[src/rtl/uart_tx_framer.sv]
// rtl/uart_tx_framer.sv - parametrised UART transmitter with input FIFO and frame-aligned bit timer
module uart_tx_framer #(
  parameter int CLK_DIV    = 5208,
  parameter int DATA_BITS  = 8,
  parameter int PARITY     = 0,
  parameter int STOP_BITS  = 1,
  parameter int FIFO_DEPTH = 4
) (
  input  logic                          clk,
  input  logic                          rst_n,
  input  logic [DATA_BITS-1:0]          s_data,
  input  logic                          s_valid,
  output logic                          s_ready,
  output logic                          tx,
  output logic                          busy,
  output logic                          done,
  output logic [$clog2(FIFO_DEPTH):0]   fifo_count
);

  localparam int AW = (FIFO_DEPTH > 1) ? $clog2(FIFO_DEPTH) : 1;
  localparam int CW = AW + 1;
  localparam int BW = (CLK_DIV > 2) ? $clog2(CLK_DIV) : 1;

  localparam logic [BW-1:0] BAUD_LAST = BW'(CLK_DIV - 1);
  localparam logic [BW-1:0] BAUD_PRE  = BW'(CLK_DIV - 2);
  localparam logic [2:0]    DATA_LAST = 3'(DATA_BITS - 1);
  localparam logic [2:0]    STOP_LAST = 3'(STOP_BITS - 1);
  localparam logic [CW-1:0] DEPTH_C   = CW'(FIFO_DEPTH);

  if (CLK_DIV < 2) begin : g_bad_clk_div
    $error("uart_tx_framer: CLK_DIV must be >= 2");
  end
  if (DATA_BITS < 5 || DATA_BITS > 8) begin : g_bad_data_bits
    $error("uart_tx_framer: DATA_BITS must be 5..8");
  end
  if (PARITY < 0 || PARITY > 2) begin : g_bad_parity
    $error("uart_tx_framer: PARITY must be 0, 1 or 2");
  end
  if (STOP_BITS != 1 && STOP_BITS != 2) begin : g_bad_stop_bits
    $error("uart_tx_framer: STOP_BITS must be 1 or 2");
  end
  if (FIFO_DEPTH < 2 || (FIFO_DEPTH & (FIFO_DEPTH - 1)) != 0) begin : g_bad_fifo_depth
    $error("uart_tx_framer: FIFO_DEPTH must be a power of 2, >= 2");
  end

  typedef enum logic [2:0] {
    S_IDLE,
    S_START,
    S_DATA,
    S_PARITY,
    S_STOP
  } state_t;

  state_t               r_state;
  logic [DATA_BITS-1:0] r_mem [FIFO_DEPTH];
  logic [AW-1:0]        r_wr_ptr;
  logic [AW-1:0]        r_rd_ptr;
  logic [CW-1:0]        r_count;
  logic [BW-1:0]        r_baud;
  logic [2:0]           r_bit;
  logic [DATA_BITS-1:0] r_shift;
  logic                 r_par;
  logic                 r_tx;
  logic                 r_done;

  logic                 w_full;
  logic                 w_push;
  logic                 w_slot_end;
  logic                 w_stop_end;
  logic                 w_pop;
  logic [DATA_BITS-1:0] w_head;
  logic                 w_head_par;

  // Full is decoded from the registered count, so a same-cycle pop never frees a slot early.
  assign w_full     = (r_count == DEPTH_C);
  assign w_push     = s_valid && !w_full;
  assign w_slot_end = (r_baud == BAUD_LAST);
  assign w_stop_end = (r_state == S_STOP) && w_slot_end && (r_bit == STOP_LAST);
  assign w_pop      = (r_count != '0) && ((r_state == S_IDLE) || w_stop_end);
  assign w_head     = r_mem[r_rd_ptr];
  assign w_head_par = (PARITY == 2) ? ~^w_head : ^w_head;

  always_ff @(posedge clk) begin
    if (w_push) begin
      r_mem[r_wr_ptr] <= s_data;
    end
  end

  always_ff @(posedge clk or negedge rst_n) begin
    if (!rst_n) begin
      r_wr_ptr <= '0;
      r_rd_ptr <= '0;
      r_count  <= '0;
    end else begin
      if (w_push) begin
        r_wr_ptr <= r_wr_ptr + AW'(1);
      end
      if (w_pop) begin
        r_rd_ptr <= r_rd_ptr + AW'(1);
      end
      case ({w_push, w_pop})
        2'b10:   r_count <= r_count + CW'(1);
        2'b01:   r_count <= r_count - CW'(1);
        default: r_count <= r_count;
      endcase
    end
  end

  // Pop overrides the state case: it restarts the bit timer so every slot edge is frame-aligned.
  always_ff @(posedge clk or negedge rst_n) begin
    if (!rst_n) begin
      r_state <= S_IDLE;
      r_baud  <= '0;
      r_bit   <= '0;
      r_shift <= '0;
      r_par   <= 1'b0;
      r_tx    <= 1'b1;
      r_done  <= 1'b0;
    end else begin
      r_done <= (r_state == S_STOP) && (r_bit == STOP_LAST) && (r_baud == BAUD_PRE);
      if (w_pop) begin
        r_state <= S_START;
        r_baud  <= '0;
        r_bit   <= '0;
        r_shift <= w_head;
        r_par   <= w_head_par;
        r_tx    <= 1'b0;
      end else begin
        case (r_state)
          S_IDLE: begin
            r_tx   <= 1'b1;
            r_baud <= '0;
          end
          S_START: begin
            if (w_slot_end) begin
              r_baud  <= '0;
              r_bit   <= '0;
              r_state <= S_DATA;
              r_tx    <= r_shift[0];
            end else begin
              r_baud <= r_baud + BW'(1);
            end
          end
          S_DATA: begin
            if (w_slot_end) begin
              r_baud <= '0;
              if (r_bit == DATA_LAST) begin
                r_bit <= '0;
                if (PARITY != 0) begin
                  r_state <= S_PARITY;
                  r_tx    <= r_par;
                end else begin
                  r_state <= S_STOP;
                  r_tx    <= 1'b1;
                end
              end else begin
                r_bit   <= r_bit + 3'd1;
                r_shift <= r_shift >> 1;
                r_tx    <= r_shift[1];
              end
            end else begin
              r_baud <= r_baud + BW'(1);
            end
          end
          S_PARITY: begin
            if (w_slot_end) begin
              r_baud  <= '0;
              r_bit   <= '0;
              r_state <= S_STOP;
              r_tx    <= 1'b1;
            end else begin
              r_baud <= r_baud + BW'(1);
            end
          end
          S_STOP: begin
            r_tx <= 1'b1;
            if (w_slot_end) begin
              r_baud <= '0;
              if (r_bit == STOP_LAST) begin
                r_bit   <= '0;
                r_state <= S_IDLE;
              end else begin
                r_bit <= r_bit + 3'd1;
              end
            end else begin
              r_baud <= r_baud + BW'(1);
            end
          end
          default: begin
            r_state <= S_IDLE;
            r_tx    <= 1'b1;
            r_baud  <= '0;
          end
        endcase
      end
    end
  end

  assign s_ready    = !w_full;
  assign tx         = r_tx;
  assign busy       = (r_state != S_IDLE);
  assign done       = r_done;
  assign fifo_count = r_count;

endmodule

[config.mk]
export PLATFORM = sky130hd
export DESIGN_NAME = uart_tx_framer
export DESIGN_NICKNAME = d
export VERILOG_FILES = /design/src/rtl/uart_tx_framer.sv
export SDC_FILE = /design/constraint.sdc
export NUM_CORES = 1
export LEC_CHECK = 0
export CAP_MARGIN = 20
export CORE_MARGIN = 1.5
export CORE_UTILIZATION = 25
export DETAILED_ROUTE_END_ITERATION = 8
export DONT_BUFFER_PORTS = 1
export MAX_ROUTING_LAYER = met4
export PLACE_DENSITY = 0.51
export SETUP_SLACK_MARGIN = 0.3
export SKIP_CTS_REPAIR_TIMING = 1
export SLEW_MARGIN = 20
export SYNTH_ARGS = -nofsm -noshare
export SYNTH_HDL_FRONTEND = slang
export SYNTH_SLANG_ARGS = --single-unit
[constraint.sdc]
create_clock -name clk -period 2.65 [get_ports clk]
set_clock_uncertainty 0.15 [all_clocks]
set_input_delay 0.53 -clock clk [delete_from_list [all_inputs] [get_ports clk]]
set_output_delay 0.53 -clock clk [all_outputs]
set_load 0.005 [all_outputs]
# After elaboration in Yosys (flattened, before gate mapping)
# Memory sizes are Yosys's and may differ from the RTL's.
# Cells that the tools add are included.
# word_totals
regBits	36
mem_bits_rw	32
inputBits	11
out_inout_bits	7
wordCells	88
mem_count	1
# op_classes
add_sub_neg	6
eq_ne	19
mux	31
reduce_logical	22
# mem_list
memory	depth	word_bits	rd	rd_clocked_by_memory_dff	wr	line	source
r_mem	4	8	1	0	1	55	logic [DATA_BITS-1:0] r_mem [FIFO_DEPTH];
# ops
cell	n
13-bit 2-to-1 mux	3
3-bit 2-to-1 mux	13
8-bit 2-to-1 mux	4
13-bit == test, second input constant	2
3-bit != test, second input constant	5
3-bit one-hot mux with 5 select lines	1
13-bit by 1-bit adder with 13-bit output, second input constant	1
3-bit == test, second input constant	3
3-bit one-hot mux with 3 select lines	1
1-bit 2-to-1 mux	7
7-bit AND reduction	1
3-bit by 1-bit adder with 3-bit output, second input constant	2
3-bit by 2-bit == test with 1-bit output, second input constant	2
1-bit logical AND	6
3-bit zero test	2
3-bit one-hot mux with 2 select lines	1
3-bit AND reduction	2
2-bit nonzero test	3
3-bit nonzero test	2
2-bit by 1-bit adder with 2-bit output, second input constant	2
2-bit != test, second input constant	2
4-bit AND reduction	1
4-bit nonzero test	1
4-bit OR reduction	1
10 further kinds	10

# Logic depth before layout (Yosys ltp)
# Gate-level depths: netlist of the first run.
# logic_depth
word_depth	7
ltp_mapped	13
mapped_depth_nobuf	12

# Least setup slack after synthesis of the first run
# No wires, ideal clock.
# synth_timing
path_type	register -> register
from	register r_baud[9]
to	register r_count[2], in the netlist fifo_count[2]
setup_time_ps	79
arrival_ps	2700
required_time_ps	2421
setup_slack_ps	-279
stages_incl_launch_ff	12
path_buffers	1
period_less_slack_ps	2929
path_cell_list	dfrtp_1 > or3b_4 > nor4_4 > o211ai_1 > clkinv_1 > buf_4 > ha_1 > inv_1 > fa_1 > xor2_1 > nor2_1 > xor2_1
# synth_between
elab_chain_len	7
elab_cells_between_ends	9
classes_between	eq/ne: 3; mux: 1; reduce/logical: 5
# synth_rtl
element	line	source
start, declared	59	logic [BW-1:0] r_baud;
start signal, assigned	141	r_baud <= r_baud + BW'(1);
start signal, assigned	162	r_baud <= r_baud + BW'(1);
start signal, assigned	172	r_baud <= r_baud + BW'(1);
13-bit == test *	77	assign w_slot_end = (r_baud == BAUD_LAST);
1-bit logical AND * (2 in series)	78	assign w_stop_end = (r_state == S_STOP) && w_slot_end && (r_bit == STOP_LAST);
1-bit logical OR *	79	assign w_pop = (r_count != '0) && ((r_state == S_IDLE) || w_stop_end);
1-bit logical AND *	79	
net w_pop	70	logic w_pop;
2-bit by 1-bit == test with 1-bit output or 2-bit == test (tied branches)	101	case ({w_push, w_pop})
3-bit one-hot mux with 2 select lines or 2-bit nonzero test (tied branches)	n/a	
end signal, assigned	102	2'b10: r_count <= r_count + CW'(1);
end signal, assigned	103	2'b01: r_count <= r_count - CW'(1);
end signal, assigned	104	default: r_count <= r_count;
end, declared	58	logic [CW-1:0] r_count;
# The timed path passes the listed nets; every way through them passes the cells marked *.
# A chain may end at the register's enable or synchronous reset.

# Worst setup path after layout of the first run
# layout_timing
from	register r_baud[8]
to	register r_count[2], in the netlist fifo_count[2]
# layout_between
elab_chain_len	7
elab_cells_between_ends	9
classes_between	eq/ne: 3; mux: 1; reduce/logical: 5
# layout_rtl
element	line
13-bit == test *	77
1-bit logical AND * (2 in series)	78
1-bit logical OR *	79
1-bit logical AND *	79
2-bit by 1-bit == test with 1-bit output or 2-bit == test (tied branches)	101
3-bit one-hot mux with 2 select lines or 2-bit nonzero test (tied branches)	n/a
# Every way passes the cells marked *; elsewhere a longest branch is shown, timed or not.

==> metrics, run 1 <==
vias per cell 4.45; Mapped Nets 258; Remaining DRCs 0; CP Data Required Time 2.75 ns; Initial Util 25.6%; initial antenna violation count 0; count leader, synth dfrtp_1; row count 40; post-layout minimum cycle time 2.40 ns; status completed; PwrDens 1010 nW/um^2; Synth Register Bits a little under 70; CP Max Fanout 4; share of cells above drive strength 1 19.3%; final net count around 280; CTS root buf clkbuf_16; CP Data Arrival Time roughly 2.5 ns; Worst path most repeated cell xor2_1; maximum vdd drop approximately 0.5 mV; Final setup viols 0; distinct cell type count after synthesis 45; Initial DRT Pass Iterations 4; post-synth top area cell edfxtp_1; Worst slew margin 59.3%; Fmax between 0.4 and 0.5 GHz; Pleak 1.46 nW; ANT nets after route 0; RSZ-0062 raised after global routing true; ranking of synthesized cells by area edfxtp_1, dfrtp_1, mux4_2, ha_1, nand2_1; Setup Crit Path Kind flop to flop; main flop type after synthesis dfrtp_1; largest net degree at the start of global routing 37; Initial DRC Count 42; # diodes 0; number of synthesized flops with an enable pin 32; Tot GR Track Use 9.91%; Post-Place Cell Area 3310 um^2; Finished Cell Area 3640 um^2; H-tree depth 3; area of the mapped netlist ~3100 um^2; DR vias around 1,800; CP endpoint kind flop; Final Hold Fails 0; Final Cycle Share 90.4%; worst hold path type input pin to flop; number of global-route vias before repair 1,826; post-synthesis sequential area ratio 60.9%; io pins 18; final WL 5.71 mm; IO buf count 0; top-area cell type share of the netlist area 31.4%; kind of cell adding the most delay to the critical path simple AND/OR/NAND/NOR gates; Worst path max stage delay 0.42 ns; startpoint types flop; most frequent cells after synthesis dfrtp_1, edfxtp_1, nand2_1; worst path bufs/invs 2; clk buf depth 2; clock buffers created by TritonCTS 9; die area 12,900 um^2; drt wl/cell roughly 14 um; max-cap violation count 0; max-slew violations 0; clock tree sinks 68; Placer Congestion 0.730; Mean Syn Cell Area 13.0 um^2; Die Ht 114 um; CP max stage cell dfrtp_1; Reg clk slew, reported paths 0.06 ns; grt ovf 0; Ys Warns 0; CTS tree yes; worst skew pair latency roughly 0.33 ns; Synth Instances around 240; critical-path cell list or3b_4 > nor4_4 > o211ai_1 > clkinv_2 > ha_4 > inv_2 > fa_2 > xor2_1 > nor2_1 > xor2_1; Slew @ Worst Pin 0.610 ns; DP HPWL 3.85 mm; Total Power 3.69 mW; Post-synth ARST share a little over half; first-pass GRT wire length 9.53 mm; width of the die between 100 and 150 um; core box area between 10,000 and 15,000 um^2; Synth-to-Final Area Change 19.1%
## report_power, final
group	internal, mW	switching, mW
clock network	0.637	0.451
registers	1.39	0.215
logic	0.470	0.527
## registers in the layout, summed over array words and instances, names as in the netlist
name        count
r_mem          32
r_baud         13
r_shift         8
fifo_count      3
r_bit           3
r_state         3
r_rd_ptr        2
r_wr_ptr        2
done            1
tx              1
## path summary, 6_finish.rpt
check	start	end	slack [ns]	cells past startpoint
worst max-delay path	r_baud[8]$_DFF_PN0_	fifo_count[2]$_DFFE_PN0P_	0.25	10
worst min-delay path	s_data[6]	r_mem[3][6]$_DFFE_PP_	0.14	0
worst max register to register	r_baud[8]$_DFF_PN0_	fifo_count[2]$_DFFE_PN0P_	0.25	10
worst min register to register	r_baud[0]$_DFF_PN0_	r_baud[0]$_DFF_PN0_	0.35	1
max in group asynchronous	rst_n	tx$_DFFE_PN1P_	1.57	2
min in group asynchronous	rst_n	r_bit[0]$_DFFE_PN0P_	0.52	2
## per-layer routing
layer	up-vias	wire length (um)	share of wire (%)	global-route usage (%)
li1	888	-	-	-
met1	886	2660	47	12.1
met2	24	2680	47	15.0
met3	7	284	5.0	3.88
met4	0	86	1.5	3.50
met5	-	0	0	-
## per-stage QoR
| stage | setup WS, ns | setup TNS, ns | std cells | util, % | hold slack [ns] |
|---|---|---|---|---|---|
| after detailed placement | 0.175 | 0 | 387 | 27.7 | 0.0860 |
| after floorplan | -0.101 | -0.101 | 236 | - | 0.0844 |
| final | 0.253 | 0 | 406 | 30.4 | 0.144 |
| after global routing | 0.130 | 0 | 406 | 30.4 | 0.129 |
| after CTS | 0.157 | 0 | 403 | 30.0 | -0.267 |
| after global placement | 0.216 | 0 | 387 | 27.7 | 0.0859 |
## layout make-up
class / count / area (um^2)
Sequential cell: 68 / 1870
Clock buffer: 9 / 225
Multi-Input combinational cell: 148 / 1150
Tap cell: 147 / 184
Clock inverter: 7 / 51.3
Timing Repair Buffer: 13 / 113
Fill cell: 1194 / 8320
Inverter: 14 / 53.8
## worst reg2reg max path, cell delays in order, from the launching register on
cell	delay, ns
dfrtp_1	0.42
or3b_4	0.41
nor4_4	0.18
o211ai_1	0.16
clkinv_2	0.09
ha_4	0.13
inv_2	0.03
fa_2	0.33
xor2_1	0.15
nor2_1	0.13
xor2_1	0.15
## cells by family after synthesis
kind of cell,after synthesis,synth area share [%]
xor gates and xnor gates,16,4.58
and+or+nand+nor,77,13.5
buffers and inverters,20,2.62
muxes,15,8.18
adders and majority gates,11,4.75
DFF,68,60.9
AOI/OAI and AO/OA,29,5.48
## cells in the final DEF (no fill, tap or decap), types with 7 or more instances in the layout
cell type,n
mux4_2,8
nand3_1,8
clkbuf_16,9
dfrtp_1,33
o21ai_0,13
xor2_1,8
nand2_1,23
inv_1,12
mux2i_1,7
buf_4,11
xnor2_1,8
edfxtp_1,32
ha_1,8
nor2_1,16
(Power assumes the default switching activity.)
==> run 2, diff against run 1 <==
--- a/config.mk
+++ b/config.mk
@@ -8,8 +8,10 @@
 export CAP_MARGIN = 20
 export CORE_MARGIN = 1.5
 export CORE_UTILIZATION = 25
+export CTS_CLUSTER_DIAMETER = 120
 export DETAILED_ROUTE_END_ITERATION = 8
 export DONT_BUFFER_PORTS = 1
+export GPL_ROUTABILITY_DRIVEN = 0
 export MAX_ROUTING_LAYER = met4
 export PLACE_DENSITY = 0.51
 export SETUP_SLACK_MARGIN = 0.3
==> results of run 2 <==
Final layout, timing and power as in run 1 (identical DEF).
==> run 3, diff against run 2 <==
--- a/config.mk
+++ b/config.mk
@@ -7,13 +7,13 @@
 export LEC_CHECK = 0
 export CAP_MARGIN = 20
 export CORE_MARGIN = 1.5
-export CORE_UTILIZATION = 25
+export CORE_UTILIZATION = 32
 export CTS_CLUSTER_DIAMETER = 120
 export DETAILED_ROUTE_END_ITERATION = 8
 export DONT_BUFFER_PORTS = 1
 export GPL_ROUTABILITY_DRIVEN = 0
 export MAX_ROUTING_LAYER = met4
-export PLACE_DENSITY = 0.51
+export PLACE_DENSITY_LB_ADDON = 0.1
 export SETUP_SLACK_MARGIN = 0.3
 export SKIP_CTS_REPAIR_TIMING = 1
 export SLEW_MARGIN = 20
==> metrics, run 3 (synthesized netlist as in run 1, its figures left out) <==
most frequent cells in the layout dfrtp_1, edfxtp_1, nand2_1; PwrDens 968 nW/um^2; initial antenna violation count 0; max-slew violations 0; CP endpoint kind flop; Initial DRT Pass Iterations 4; Finished Cell Area 3560 um^2; Die Ht between 100 and 150 um; first-pass GRT wire length 9.60 mm; hold depth 0; RSZ-0062 raised after global routing true; ANT nets after route 0; Largest regs r_mem (32), r_baud (13), r_shift (8); number of global-route vias before repair 1,902; Initial DRC Count 73; Remaining DRCs 0; grt ovf 0; DP Cell Count 370; status completed; worst skew pair latency about 0.35 ns; die area around 10,000 um^2; clk buf depth 2; Final Cycle Share 92.5%; hold slack between 0.1 and 0.15 ns; Worst path most repeated cell xor2_1; worst path bufs/invs 2; Final setup viols 0; Setup Crit Path Kind flop to flop; final net count 279; Synth-to-Final Area Change 16.3%; Hold Startpoint s_data[4]; largest net degree at the start of global routing 37; final design utilization 38.5%; share of cells above drive strength 1 19.5%; worst hold path type input pin to flop; io pins 18; core box area 9240 um^2; Final Hold Fails 0; Slew @ Worst Pin around 0.6 ns; DP HPWL 3.79 mm; FF-to-FF Start r_baud[8]$_DFF_PN0_; CP Data Arrival Time 2.57 ns; Post-Place Cell Area 3290 um^2; final WL 5.68 mm; Reg with most FFs r_mem; clock tree sinks 68; R2R Setup Slk 0.20 ns; # diodes 0; Fmax between 0.4 and 0.5 GHz; CP startpoint r_baud[8]$_DFF_PN0_; row count 35; CTS root buf clkbuf_8; DR vias ~1,800; CP Data Required Time 2.77 ns; Reg area roughly 1900 um^2; Worst path max stage delay 0.42 ns; Worst slew margin 60.4%; kind of cell adding the most delay to the critical path simple AND/OR/NAND/NOR gates; max-cap violation count 0; Hold Crit Endpoint r_mem[1][4]$_DFFE_PP_; Initial Util 33.1%; reg-to-reg endpoint fifo_count[2]$_DFFE_PN0P_; Pleak 1.44 nW; drt wl/cell between 10 and 15 um; maximum vdd drop 0.381 mV; post-layout minimum cycle time roughly 2.5 ns; H-tree depth 3; vias per cell 4.61; Largest register FFs 32; IO buf count 0; CP Max Fanout 3; Tot GR Track Use 13.2%; number of fill cells in the layout 910; critical-path cell list or3b_4 > nor4_4 > o211ai_1 > clkinv_2 > ha_4 > inv_2 > fa_2 > xor2_1 > nor2_1 > xor2_1; Reg clk slew, reported paths 0.08 ns; most common cell after layout, fill and taps aside dfrtp_1; CP max stage cell or3b_4; Worst R2R Path Depth 10; fin cells 391; CTS tree yes; clock buffers created by TritonCTS 9; area of the multi-input gates 1140 um^2; width of the die 101 um; startpoint types flop
## run 3: how the worst max path moves through the flow
stage	slack [ns]	to	depth (start not counted)
3_3_place_gp	0.20	fifo_count[2]$_DFFE_PN0P_	11
4_1_cts	0.14	fifo_count[2]$_DFFE_PN0P_	11
3_5_place_dp	0.16	fifo_count[2]$_DFFE_PN0P_	11
2_1_floorplan	-0.10	fifo_count[2]$_DFFE_PN0P_	12
6_report	0.20	fifo_count[2]$_DFFE_PN0P_	10
5_1_grt	0.03	fifo_count[2]$_DFFE_PN0P_	10
## run 3: area by class of cell
| type | instances | area share [%] |
|---|---|---|
| multi-input cells | 148 | 31.9 |
| flip-flops and latches | 68 | 52.4 |
| well taps | 129 | 4.54 |
| clock inverters | 7 | 2.15 |
| inverters | 14 | 1.51 |
| clock buffers | 9 | 3.48 |
| repair buffers | 16 | 4.01 |
## run 3: layer usage
metal	up-vias	track usage (%)	share of wire (%)
met1	883	15.0	46
met5	-	-	0
met4	0	6.61	1.7
li1	886	-	-
met2	25	21.0	48
met3	7	4.30	3.9
## run 3: where the power goes
part	switching [mW]	leakage [nW]	internal (mW)	total (mW)
clock	0.418	0.0958	0.439	0.857
combinational	0.527	0.586	0.479	1.01
sequential	0.201	0.758	1.38	1.58
total	1.15	1.44	2.30	3.44
## run 3: worst register-to-register path, delay by kind of cell, from the launching register on
kind                     cells  cell delay, ns
AND/OR/NAND/NOR              3            0.82
adder cells (fa/ha/maj)      2            0.45
flip-flops                   1            0.38
XOR/XNOR                     2            0.28
AO/OA/AOI/OAI                1            0.15
buffers and inverters        2            0.12
## run 3: through the flow
| stage | total power [mW] | TNS, ns | setup WS (ns) |
|---|---|---|---|
| floorplan | 2.31 | -0.101 | -0.101 |
| global placement | 2.60 | 0 | 0.197 |
| detailed placement | 2.60 | 0 | 0.165 |
| CTS | 3.48 | 0 | 0.142 |
| global route | 3.72 | 0 | 0.0261 |
| finish | 3.44 | 0 | 0.199 |
